--- config.mk ---
export PLATFORM = sky130hd
export DESIGN_NAME = uart_rx_fifo_flat
export DESIGN_NICKNAME = d
export VERILOG_FILES = /design/src/rtl/uart_rx_fifo_if.sv /design/src/rtl/uart_rx_fifo.sv /design/src/flat_wrapper.sv
export SDC_FILE = /design/constraint.sdc
export NUM_CORES = 1
export LEC_CHECK = 0
export CAP_MARGIN = 30
export CORE_ASPECT_RATIO = 2
export CORE_MARGIN = 8
export CORE_UTILIZATION = 45
export CTS_CLUSTER_SIZE = 28
export DETAILED_ROUTE_END_ITERATION = 8
export GPL_ROUTABILITY_DRIVEN = 0
export PLACE_DENSITY = 0.72
export SLEW_MARGIN = 20
export SYNTH_ARGS = -nofsm -noshare
export SYNTH_HDL_FRONTEND = slang
export SYNTH_SLANG_ARGS = --single-unit
--- constraint.sdc ---
create_clock -name clk -period 6.48 [get_ports clk]
set_clock_uncertainty 0.2 [all_clocks]
set_input_delay 0.972 -clock clk [delete_from_list [all_inputs] [get_ports clk]]
set_output_delay 0.972 -clock clk [all_outputs]
set_load 0.02 [all_outputs]
--- src/rtl/uart_rx_fifo_if.sv ---
// Bus between the UART receive FIFO and its neighbours: receiver strobe,
// register-bank pop/control and the FIFO status. rx_timeout exists only with UART_RXFIFO_TIMEOUT_EN.
interface uart_rx_fifo_if #(
    parameter int AW = 4
);
    logic          rx_done;
    logic [7:0]    rx_data;
    logic          rx_perr;
    logic          rd_pop;
    logic          flush;
    logic          clr_overrun;
    logic [AW:0]   thresh;
    logic [7:0]    rd_data;
    logic          rd_perr;
    logic          empty;
    logic          full;
    logic [AW:0]   level;
    logic          overrun;
    logic          irq;
`ifdef UART_RXFIFO_TIMEOUT_EN
    logic          rx_timeout;
`endif

    modport master (
`ifdef UART_RXFIFO_TIMEOUT_EN
        input  rx_timeout,
`endif
        output rx_done, rx_data, rx_perr, rd_pop, flush, clr_overrun, thresh,
        input  rd_data, rd_perr, empty, full, level, overrun, irq
    );

    modport slave (
`ifdef UART_RXFIFO_TIMEOUT_EN
        output rx_timeout,
`endif
        input  rx_done, rx_data, rx_perr, rd_pop, flush, clr_overrun, thresh,
        output rd_data, rd_perr, empty, full, level, overrun, irq
    );
endinterface

--- src/rtl/uart_rx_fifo.sv ---
// Receive FIFO between UART receiver and register bank: show-ahead head, level/status, threshold irq.
// Optional idle timeout flag is compiled in with UART_RXFIFO_TIMEOUT_EN.
module uart_rx_fifo #(
    parameter int DEPTH       = 16,
    parameter int AW          = 4,
    parameter int TIMEOUT_CYC = 1024
) (
    input  logic           clk,
    input  logic           rst_n,
    uart_rx_fifo_if.slave  bus
);

    if (DEPTH != (1 << AW) || DEPTH < 2 || DEPTH > 256 ||
        TIMEOUT_CYC < 1 || TIMEOUT_CYC > 65535) begin : g_bad_param
        $error("uart_rx_fifo: illegal parameter combination");
    end

    localparam logic [AW:0] DEPTH_LVL = (AW+1)'(DEPTH);
    localparam logic [AW:0] ONE_LVL   = (AW+1)'(1);

    logic [8:0]    mem [DEPTH];
    logic [AW-1:0] wr_ptr, rd_ptr, rd_ptr_inc;
    logic [AW:0]   level_q, level_nxt;
    logic          empty_q, full_q;
    logic          overrun_q, overrun_nxt;
    logic          irq_q, irq_nxt;
    logic [8:0]    head_q, head_nxt;
    logic          push, pop, overflow;
    logic          to_term;

    always_comb begin
        push       = bus.rx_done && (!full_q || bus.rd_pop) && !bus.flush;
        pop        = bus.rd_pop && !empty_q && !bus.flush;
        overflow   = bus.rx_done && full_q && !bus.rd_pop && !bus.flush;
        rd_ptr_inc = rd_ptr + AW'(1);

        level_nxt = level_q;
        if (bus.flush)
            level_nxt = '0;
        else if (push && !pop)
            level_nxt = level_q + ONE_LVL;
        else if (pop && !push)
            level_nxt = level_q - ONE_LVL;

        // Head register: read ahead on pop, bypass the incoming byte when it lands in an empty FIFO.
        // When the FIFO drains or is flushed the old head is simply held.
        head_nxt = head_q;
        if (pop) begin
            if (level_q > ONE_LVL)
                head_nxt = mem[rd_ptr_inc];
            else if (push)
                head_nxt = {bus.rx_perr, bus.rx_data};
        end else if (push && empty_q) begin
            head_nxt = {bus.rx_perr, bus.rx_data};
        end

        overrun_nxt = overflow || (overrun_q && !bus.clr_overrun);
        irq_nxt     = ((bus.thresh != '0) && (level_nxt >= bus.thresh)) || overrun_nxt || to_term;
    end

`ifdef UART_RXFIFO_TIMEOUT_EN
    localparam logic [15:0] TO_LIM = 16'(TIMEOUT_CYC);

    logic [15:0] idle_q, idle_nxt;
    logic        to_q, to_nxt;

    always_comb begin
        idle_nxt = idle_q;
        if (push || pop || bus.flush || empty_q)
            idle_nxt = '0;
        else if (idle_q != TO_LIM)
            idle_nxt = idle_q + 16'd1;

        to_nxt = to_q;
        if (pop || bus.flush)
            to_nxt = 1'b0;
        else if (idle_nxt == TO_LIM)
            to_nxt = 1'b1;
    end

    always_ff @(posedge clk or negedge rst_n) begin
        if (!rst_n) begin
            idle_q <= '0;
            to_q   <= 1'b0;
        end else begin
            idle_q <= idle_nxt;
            to_q   <= to_nxt;
        end
    end

    assign to_term        = to_nxt;
    assign bus.rx_timeout = to_q;
`else
    assign to_term = 1'b0;
`endif

    always_ff @(posedge clk) begin
        if (push)
            mem[wr_ptr] <= {bus.rx_perr, bus.rx_data};
    end

    always_ff @(posedge clk or negedge rst_n) begin
        if (!rst_n) begin
            wr_ptr    <= '0;
            rd_ptr    <= '0;
            level_q   <= '0;
            empty_q   <= 1'b1;
            full_q    <= 1'b0;
            overrun_q <= 1'b0;
            irq_q     <= 1'b0;
            head_q    <= '0;
        end else begin
            if (bus.flush) begin
                wr_ptr <= '0;
                rd_ptr <= '0;
            end else begin
                if (push)
                    wr_ptr <= wr_ptr + AW'(1);
                if (pop)
                    rd_ptr <= rd_ptr_inc;
            end
            level_q   <= level_nxt;
            empty_q   <= (level_nxt == '0);
            full_q    <= (level_nxt == DEPTH_LVL);
            overrun_q <= overrun_nxt;
            irq_q     <= irq_nxt;
            head_q    <= head_nxt;
        end
    end

    assign bus.rd_data = head_q[7:0];
    assign bus.rd_perr = head_q[8];
    assign bus.empty   = empty_q;
    assign bus.full    = full_q;
    assign bus.level   = level_q;
    assign bus.overrun = overrun_q;
    assign bus.irq     = irq_q;

endmodule
--- src/flat_wrapper.sv ---
// flat-port wrapper written by rule: the top's interface ports become plain ports
module uart_rx_fifo_flat 
#(
    parameter int DEPTH       = 16,
    parameter int AW          = 4,
    parameter int TIMEOUT_CYC = 1024
)
  (clk, rst_n, bus_rx_done, bus_rx_data, bus_rx_perr, bus_rd_pop, bus_flush, bus_clr_overrun, bus_thresh, bus_rd_data, bus_rd_perr, bus_empty, bus_full, bus_level, bus_overrun, bus_irq);
  uart_rx_fifo_if #(.AW(AW)) bus_i ();
  input  logic clk;
  input  logic rst_n;
  input wire logic [$bits(bus_i.rx_done)-1:0] bus_rx_done;
  input wire logic [$bits(bus_i.rx_data)-1:0] bus_rx_data;
  input wire logic [$bits(bus_i.rx_perr)-1:0] bus_rx_perr;
  input wire logic [$bits(bus_i.rd_pop)-1:0] bus_rd_pop;
  input wire logic [$bits(bus_i.flush)-1:0] bus_flush;
  input wire logic [$bits(bus_i.clr_overrun)-1:0] bus_clr_overrun;
  input wire logic [$bits(bus_i.thresh)-1:0] bus_thresh;
  output wire logic [$bits(bus_i.rd_data)-1:0] bus_rd_data;
  output wire logic [$bits(bus_i.rd_perr)-1:0] bus_rd_perr;
  output wire logic [$bits(bus_i.empty)-1:0] bus_empty;
  output wire logic [$bits(bus_i.full)-1:0] bus_full;
  output wire logic [$bits(bus_i.level)-1:0] bus_level;
  output wire logic [$bits(bus_i.overrun)-1:0] bus_overrun;
  output wire logic [$bits(bus_i.irq)-1:0] bus_irq;
  assign bus_i.rx_done = bus_rx_done;
  assign bus_i.rx_data = bus_rx_data;
  assign bus_i.rx_perr = bus_rx_perr;
  assign bus_i.rd_pop = bus_rd_pop;
  assign bus_i.flush = bus_flush;
  assign bus_i.clr_overrun = bus_clr_overrun;
  assign bus_i.thresh = bus_thresh;
  assign bus_rd_data = bus_i.rd_data;
  assign bus_rd_perr = bus_i.rd_perr;
  assign bus_empty = bus_i.empty;
  assign bus_full = bus_i.full;
  assign bus_level = bus_i.level;
  assign bus_overrun = bus_i.overrun;
  assign bus_irq = bus_i.irq;
  uart_rx_fifo #(.DEPTH(DEPTH), .AW(AW), .TIMEOUT_CYC(TIMEOUT_CYC)) u_core (.clk(clk), .rst_n(rst_n), .bus(bus_i));
endmodule
Word level (Yosys, flattened, before mapping):

Memories as Yosys holds them, arrays and structs flattened.
Cells that the tools add are included.

* $add $sub $neg: 4
* $lt $le $gt $ge: 2
* eq/ne operators: 2
* mux-type cells: 13
* reductions and logical operators: 28

Operators with widths (count)
* 9-bit 2-to-1 mux: 4
* 4-bit 2-to-1 mux: 4
* 5-bit 2-to-1 mux: 3
* 1-bit logical AND: 12
* 4-bit by 1-bit adder with 4-bit output (second input constant): 2
* 1-bit logical NOT: 7
* 2-bit nonzero test: 3
* 5-bit by 1-bit adder with 5-bit output (second input constant): 1
* 5-bit == test (second input constant): 1
* 5-bit >= comparator: 1
* 5-bit by 1-bit greater-than comparator with 1-bit output (second input constant): 1
* 5-bit logical NOT: 1
* 5-bit nonzero test: 1
* 5-bit by 1-bit subtractor with 5-bit output (second input constant): 1
* 1-bit logical OR: 3
* 3-bit by 2-bit != test with 1-bit output (second input constant): 1
* 1-bit 2-to-1 mux: 2
* 2-bit AND reduction: 1

* register bits after elaboration: 26
* memory bits (writable): 144
* bits of input ports: 20
* output and inout bits: 18
* logic and storage cells: 58
* memories: 1

Memories
* u_core.mem: words 16, width 9, rd ports 1, clocked after Yosys merged registers in 0, write ports 1, line uart_rx_fifo.sv:21 `logic [8:0] mem [DEPTH];`

Longest topological paths before layout:

Gate-level depths: netlist of run 1.

* word-level depth: 12
* mapped depth: 11
* gate-level depth less buffers: 10

Worst setup path before layout of run 1:

No wires, ideal clock.

* path kind: input port to flip-flop
* from: input bus_rx_done
* to: register u_core.irq_q (netlist: u_core.bus.irq)
* setup time: 0.128 ns
* data arrival time: 2.799 ns
* data required time: 6.152 ns
* setup slack: 3.354 ns
* stages on the path: 11
* buffers on the path: 1
* cells stage by stage: buf_2 > nor4b_2 > a31oi_1 > xnor2_1 > nand2_1 > ha_1 > nand2b_1 > a21o_1 > a21o_1 > a21oi_1 > o21ai_0

* word-level cells in the longest chain between the ends: 10
* elaborated cells between the ends (all ways): 15
* those cells by class: order compare: 1; mux: 3; reduce/logical: 11

RTL lines
* start: declaration: line flat_wrapper.sv:12 `input wire logic [$bits(bus_i.rx_done)-1:0] bus_rx_done;`
* 1-bit logical AND (2 in a row): line uart_rx_fifo.sv:32 `push = bus.rx_done && (!full_q || bus.rd_pop) && !bus.flush;`
* 1-bit logical NOT: line uart_rx_fifo.sv:42 `else if (pop && !push)`
* 1-bit logical AND: line uart_rx_fifo.sv:42
* 5-bit 2-to-1 mux: line uart_rx_fifo.sv:42
* 5-bit 2-to-1 mux: line uart_rx_fifo.sv:40 `else if (push && !pop)`
* 5-bit 2-to-1 mux: line uart_rx_fifo.sv:38 `if (bus.flush)`
* 5-bit >= comparator: line uart_rx_fifo.sv:58 `irq_nxt = ((bus.thresh != '0) && (level_nxt >= bus.thresh)) || overrun_nxt || to_term;`
* 1-bit logical AND: line uart_rx_fifo.sv:58
* 1-bit logical OR (*): line uart_rx_fifo.sv:58
* via u_core.irq_nxt: line uart_rx_fifo.sv:26 `logic irq_q, irq_nxt;`
* end signal: assignment: line uart_rx_fifo.sv:126 `irq_q <= irq_nxt;`
* end: declaration: line uart_rx_fifo.sv:26

Mark *: on every way through the listed nets, which the timed path passes. The rest lies on a longest branch.
A chain may end at the register's enable or synchronous reset.

Worst setup path after layout of run 1:

* from: input bus_flush
* to: register u_core.irq_q (netlist: u_core.bus.irq)

* word-level cells in the longest chain between the ends: 10
* elaborated cells between the ends (all ways): 15
* those cells by class: order compare: 1; mux: 3; reduce/logical: 11

RTL lines
* start: declaration: line flat_wrapper.sv:16 `input wire logic [$bits(bus_i.flush)-1:0] bus_flush;`
* 1-bit logical NOT: line uart_rx_fifo.sv:32, uart_rx_fifo.sv:33, uart_rx_fifo.sv:34
* 1-bit logical AND: line uart_rx_fifo.sv:32
* 1-bit logical NOT: line uart_rx_fifo.sv:42
* 1-bit logical AND: line uart_rx_fifo.sv:42
* 5-bit 2-to-1 mux: line uart_rx_fifo.sv:42
* 5-bit 2-to-1 mux: line uart_rx_fifo.sv:40
* 5-bit 2-to-1 mux: line uart_rx_fifo.sv:38
* 5-bit >= comparator: line uart_rx_fifo.sv:58
* 1-bit logical AND: line uart_rx_fifo.sv:58
* 1-bit logical OR (*): line uart_rx_fifo.sv:58
* via u_core.irq_nxt: line uart_rx_fifo.sv:26

Marked as above.

==> flow_metrics.py, run 1 <==
metrics = {
    "route": {
        "avgViaCountPerCell": 5.85,
        "dr_wl_met2_um": 8950,
        "avgRoutedWirePerCell_um": 23.7,
        "wl_met1_um": 5480,
        "drtIter0Drc": 351,
        "dr_total_vias": 3900,
        "drt-total-wl_um": 15800,
        "wl_met3_um": 790,
        "postRouteAntennaNets": 0,
        "post-route-drc-count": 0,
        "firstDrtPassIters": 5,
        "highest_layer": "met4",
    },
    "grt": {
        "grt_pass1_vias": 4146,
        "grt.overflow.total": 0,
        "antenna_found_initial": 0,
        "grt_pass1_wl_um": 24100,
        "grt_start_max_net_pins": 41,
        "grt_usage_pct": 15.9,
    },
    "clock_tree": {
        "post_cts_buffers": 0,
        "cts_resized": 0,
        "cts_inserted_buffers": 17,
        "cts_root_buf": "clkbuf_16",
        "cts.clk_slew.worst_paths_ns": 0.07,
        "htreeDepth": 4,
        "clk_path_buf_depth": 2,
        "tritoncts": "yes",
        "ctsHoldBuffers": 0,
        "clock-sinks": 170,
        "clk_latency_ns": 0.43,
    },
    "min_path": {
        "hold_class": "reg2reg",
        "min_to": "u_core.head_q[8]$_DFFE_PN0P_",
        "hold_start": "u_core.head_q[8]$_DFFE_PN0P_",
        "hold_depth": 1,
    },
    "place": {
        "io_buffer_count": 37,
        "place_ws_ns": 2.46,
        "placed_cells": 633,
        "hpwl_um": 11000,
        "place_area_um2": 7760,
    },
    "setup_path": {
        "cp_cell_sequence": "clkdlybuf4s50_1 > nor4b_2 > a31oi_1 > xnor2_1 > nand2_1 > ha_1 > nand2b_1 > a21o_1 > a21o_1 > a21oi_1 > o21ai_0",
        "crit_path_end_kind": "flop",
        "cp_common_cell": "a21o_1",
        "critical_path.startpoint": "bus_flush",
        "r2r_start": "u_core.rd_ptr[0]$_DFFE_PN0P_",
        "reg2reg_to": "u_core.head_q[1]$_DFFE_PN0P_",
        "worstPathArrival_ns": 3.71,
        "cp_slowest_stage_delay_ns": 0.67,
        "ff2ff_setup_slack_ns": 3.53,
        "worstPathRequired_ns": 6.59,
        "crit_slowest_cell": "clkdlybuf4s50_1",
        "reg2reg_depth": 6,
        "crit_type": "in2reg",
        "worstPathMaxFanout": 14,
        "cp-start-kind": "primary input",
    },
    "logic_synthesis": {
        "synth_seq_cells": 170,
        "yosysWarningCount": 0,
        "ys_async_sr_fraction_pct": 15.3,
        "yosysSeqAreaShare_pct": 69.2,
        "post_synth.cell_area_avg_um2": 17.6,
        "synth_area_um2": 7190,
        "syn-instance-count": 408,
        "synth_nets": 441,
        "synth_cell_type_count": 51,
        "yosys_most_used_dff": "edfxtp_1",
        "synth_edf_count": 144,
    },
    "job": {
        "max_cap_violations": 0,
    },
    "sta": {
        "fin_tns_setup_ns": 0,
        "finalSetupViolations": 0,
        "slew_headroom_pct": 39.2,
        "finalCritPeriodShare_pct": 55.6,
        "worst_pin_slew_ns": 0.908,
        "post-route-min-period_ns": 3.60,
        "setup_ws_ns": 2.88,
        "slew_violations": 0,
        "hold_violations": 0,
        "max_freq_mhz": 278,
        "rsz0062_at_grt": "no",
    },
    "die": {
        "core_um2": 15700,
        "die_h_um": 195,
        "start_util_pct": 45.8,
        "die_area_um2": 20500,
        "num_rows": 65,
        "io_pins": 38,
        "die_width_um": 105,
    },
    "power_and_ir_drop": {
        "powerDensity_nw_per_um2": 348,
        "p_leak_nw": 2.78,
        "vdd_drop_max_mv": 0.201,
    },
    "cells_and_area": {
        "final_cells": 667,
        "area_growth_pct": 16.3,
        "nNetsFinal": 486,
        "drive_gt1_share_pct": 18.7,
        "multiInputGateArea_um2": 2060,
        "final_cell_area_um2": 8370,
        "register_area_um2": 4980,
        "diodes": 0,
        "final_core_util_pct": 53.3,
        "nFillCells": 1225,
    },
    "outcome": {
        "outcome": "finished clean",
    },
}
[synth_stat cells (9+ instances only)]
master / number / area (um2)
a2111oi_0: 9 / 78.8
edfxtp_1: 144 / 4320
nor2_1: 31 / 116
a221o_1: 9 / 90.1
inv_1: 16 / 60.1
nand3_1: 10 / 50.1
mux2i_1: 11 / 110
nand2_1: 11 / 41.3
and2_1: 11 / 68.8
ha_1: 13 / 163
dfrtp_1: 25 / 626
mux4_2: 36 / 811
[how the worst max path moves through the flow]
stage                               endpoint  slack [ns]  cells after the start
floorplan           u_core.bus.irq$_DFF_PN0_        3.35                     11
global placement    u_core.bus.irq$_DFF_PN0_        2.52                     11
detailed placement  u_core.bus.irq$_DFF_PN0_        2.46                     11
CTS                 u_core.bus.irq$_DFF_PN0_        2.91                     11
global route        u_core.bus.irq$_DFF_PN0_        2.65                     11
finish              u_core.bus.irq$_DFF_PN0_        2.88                     11
[metrics by stage]
| step | total power, mW | hold WS (ns) |
|---|---|---|
| 6_report | 2.91 | 0.319 |
| 5_1_grt | 3.01 | 0.336 |
| 4_1_cts | 2.93 | 0.322 |
| 3_5_place_dp | 1.93 | 0.304 |
| 3_3_place_gp | 1.92 | 0.305 |
| 2_1_floorplan | 1.71 | 0.361 |
[registers in the layout, indices dropped and copies added, names as in the netlist]
| signal | cells |
|---|---|
| u_core.rd_ptr | 4 |
| u_core.bus.irq | 1 |
| u_core.bus.overrun | 1 |
| u_core.bus.level | 5 |
| u_core.head_q | 9 |
| u_core.bus.full | 1 |
| u_core.bus.empty | 1 |
| u_core.mem | 144 |
| u_core.wr_ptr | 4 |
[critical path, delay by kind of cell]
kind            cells  cell delay, ns
compound gates      5            0.71
fa+ha+maj           1            0.28
simple gates        3            0.90
xor+xnor            1            0.18
buf+inv             1            0.67
[power by group]
| group | switching (mW) | total (mW) | leakage [nW] | internal, mW |
|---|---|---|---|---|
| registers | 0.0451 | 1.29 | 1.64 | 1.24 |
| clock network | 0.434 | 1.01 | 0.286 | 0.575 |
| logic | 0.327 | 0.617 | 0.856 | 0.290 |
[routing by layer]
metal	track usage [%]	up-vias
met1	15.7	1992
li1	-	1713
met2	29.6	160
met5	0	-
met3	3.88	35
met4	7.61	0
[layout by cell type, fill, tap and decap left out, types with 4 or more instances in the layout]
cell,synthesis,final
xor2_1,4,4
a221o_1,9,9
inv_1,16,16
mux2i_1,11,11
dfrtp_1,25,24
nand2_1,11,11
a21oi_1,6,6
edfxtp_1,144,144
nor2_1,31,31
inv_6,0,6
clkdlybuf4s50_1,0,37
buf_4,1,5
mux4_2,36,36
clkbuf_16,0,17
a2111oi_0,9,9
and2_1,11,11
ha_1,13,13
nand3_1,10,10
xnor2_1,4,4
[cell families (layout without fill, tap and decap cells)]
family,after synthesis,after routing,share of synthesized area (%)
AND/OR/NAND/NOR,89,89,6.38
AO/OA/AOI/OAI,44,44,5.43
multiplexers,47,47,12.8
flip-flops,170,170,69.2
XOR/XNOR,9,9,1.36
buffers and inverters,36,94,2.57
adder cells (fa/ha/maj),13,13,2.26
[cell type report]
type | count | share of cell area [%]
Clock buffer | 17 | 5.08
Sequential cell | 170 | 59.5
Inverter | 17 | 0.763
Timing Repair Buffer | 45 | 5.05
Tap cell | 201 | 3.01
Clock inverter | 15 | 1.93
Multi-Input combinational cell | 202 | 24.7
(Power assumes the default switching activity.)
==> run 2, diff against run 1 <==
==> constraint.sdc (replaced) <==
create_clock -name clk -period 3.6 [get_ports clk]
set_clock_uncertainty 0.2 [all_clocks]
set_input_delay 0.54 -clock clk [delete_from_list [all_inputs] [get_ports clk]]
set_output_delay 0.54 -clock clk [all_outputs]
set_load 0.02 [all_outputs]
==> run 2 against run 1 <==
Compared with the run above:
- register-to-register slack got worse by 2.8 ns
- setup slack got worse by 2.1 ns
- total power increased by 80%
- die area stayed put
- cell area increased by 0.81%
- largest cell class unchanged
- sequential power is 81% higher
==> flow_metrics.py, run 2 (synthesis results as in run 1) <==
metrics = {
    "grt": {
        "antenna_found_initial": 0,
        "grt_usage_pct": 16.5,
        "grt_pass1_wl_um": 24800,
        "grt.overflow.total": 0,
        "grt_pass1_vias": 4146,
        "grt_start_max_net_pins": 27,
    },
    "setup_path": {
        "worstPathRequired_ns": 3.71,
        "cp_num_buf_inv": 1,
        "crit_slowest_cell": "dfrtp_2",
        "worstPathArrival_ns": 2.96,
        "cp-start-kind": "flop",
        "crit_type": "reg2reg",
        "cp_cell_sequence": "buf_4 > mux4_2 > mux2i_1 > a2111oi_0 > a221o_1",
        "r2r_start": "u_core.rd_ptr[0]$_DFFE_PN0P_",
        "crit_path_end_kind": "flop",
        "reg2reg_to": "u_core.head_q[5]$_DFFE_PN0P_",
        "ff2ff_setup_slack_ns": 0.75,
        "worstPathMaxFanout": 25,
        "crit_family": "multiplexers",
        "cp_slowest_stage_delay_ns": 0.69,
        "reg2reg_depth": 5,
    },
    "cells_and_area": {
        "drive_gt1_share_pct": 20.6,
        "largest_reg_flops": 144,
        "layout_commonest_cell": "edfxtp_1",
        "regMostFlops": "u_core.mem",
        "nFillCells": 1197,
        "layout_common_cells": "144 x edfxtp_1, 37 x clkdlybuf4s50_1, 36 x mux4_2",
        "final_cells": 676,
        "final_cell_area_um2": 8430,
        "area_growth_pct": 17.3,
        "nNetsFinal": 495,
        "diodes": 0,
    },
    "route": {
        "drtIter0Drc": 306,
        "avgRoutedWirePerCell_um": 23.7,
        "avgViaCountPerCell": 5.65,
        "dr_total_vias": 3822,
        "firstDrtPassIters": 5,
        "post-route-drc-count": 0,
        "drt-total-wl_um": 16000,
        "postRouteAntennaNets": 0,
    },
    "sta": {
        "hold_ws_ns": 0.290,
        "finalCritPeriodShare_pct": 79.1,
        "fin_tns_setup_ns": 0,
        "hold_violations": 0,
        "worst_pin_slew_ns": 0.747,
        "max_freq_mhz": 351,
        "post-route-min-period_ns": 2.85,
        "slew_headroom_pct": 50.0,
        "slew_violations": 0,
        "rsz0062_at_grt": "no",
        "finalSetupViolations": 0,
    },
    "place": {
        "io_buffer_count": 37,
        "placed_cells": 644,
        "hpwl_um": 11600,
        "place_area_um2": 7850,
    },
    "clock_tree": {
        "cts_resized": 0,
        "cts_inserted_buffers": 17,
        "post_cts_buffers": 0,
        "clk_path_buf_depth": 2,
        "cts_root_buf": "clkbuf_16",
        "cts.clk_slew.worst_paths_ns": 0.07,
        "ctsHoldBuffers": 0,
        "tritoncts": "yes",
        "htreeDepth": 4,
        "clock-sinks": 170,
        "clk_latency_ns": 0.43,
    },
    "job": {
        "max_cap_violations": 0,
    },
    "die": {
        "die_h_um": 195,
        "num_rows": 65,
        "io_pins": 38,
        "start_util_pct": 45.8,
        "die_width_um": 105,
        "die_area_um2": 20500,
        "core_um2": 15700,
    },
    "power_and_ir_drop": {
        "powerDensity_nw_per_um2": 621,
        "vdd_drop_max_mv": 0.388,
        "p_leak_nw": 2.83,
    },
    "min_path": {
        "hold_class": "in2async",
    },
    "outcome": {
        "outcome": "finished clean",
    },
}
-- run 2: cell types whose count changed in the layout (fill, tap and decap cells not counted) --
| cell | before | now |
|---|---|---|
| clkinv_2 | 1 | 3 |
| nor4_4 | 1 | 0 |
| buf_2 | 3 | 0 |
| buf_4 | 5 | 17 |
| clkinv_1 | 3 | 1 |
| clkinvlp_4 | 1 | 2 |
| clkinv_4 | 2 | 1 |
| nor4_2 | 3 | 4 |
-- run 2: layout make-up --
type | instances | area (um2) | area share [%]
flip-flops and latches | 170 | 4980 | 59.0
multi-input cells | 202 | 2060 | 24.4
repair buffers | 54 | 498 | 5.90
clock buffers | 17 | 425 | 5.04
well taps | 201 | 251 | 2.98
clock inverters | 15 | 163 | 1.93
inverters | 17 | 63.8 | 0.757
-- run 2: worst max path at each step --
stage / startpoint / depth (start not counted) / slack, ns / to
after global routing: u_core.rd_ptr[0]$_DFFE_PN0P_ / 5 / 0.50 / u_core.head_q[5]$_DFFE_PN0P_
after detailed placement: bus_rx_done / 11 / 0.43 / u_core.bus.irq$_DFF_PN0_
after CTS: u_core.rd_ptr[0]$_DFFE_PN0P_ / 5 / 0.67 / u_core.head_q[5]$_DFFE_PN0P_
after floorplan: bus_rx_done / 11 / 0.91 / u_core.bus.irq$_DFF_PN0_
final: u_core.rd_ptr[0]$_DFFE_PN0P_ / 5 / 0.75 / u_core.head_q[5]$_DFFE_PN0P_
after global placement: bus_rx_done / 11 / 0.48 / u_core.bus.irq$_DFF_PN0_
-- run 2: metrics by stage --
stage	worst slack, ns	power (mW)	utilization [%]
2_1_floorplan	0.906	3.07	-
3_3_place_gp	0.482	3.48	50.0
3_5_place_dp	0.431	3.50	50.0
4_1_cts	0.667	5.29	53.7
5_1_grt	0.496	5.42	53.7
6_report	0.752	5.24	53.7
-- run 2: routing by layer --
layer  wire length (um)  vias to the layer above  track usage [%]
met5                  0                        -                0
met4                727                        0             11.0
met3                665                       38             3.08
met2               8990                      119             29.9
met1               5610                     1934             16.5
li1                   -                     1731                -
-- run 2: report_power, final --
group | switching, mW | total [mW] | leakage (nW) | internal [mW]
registers | 0.111 | 2.34 | 1.64 | 2.23
logic | 0.561 | 1.09 | 0.900 | 0.532
clock network | 0.767 | 1.80 | 0.287 | 1.04
total | 1.44 | 5.24 | 2.83 | 3.80
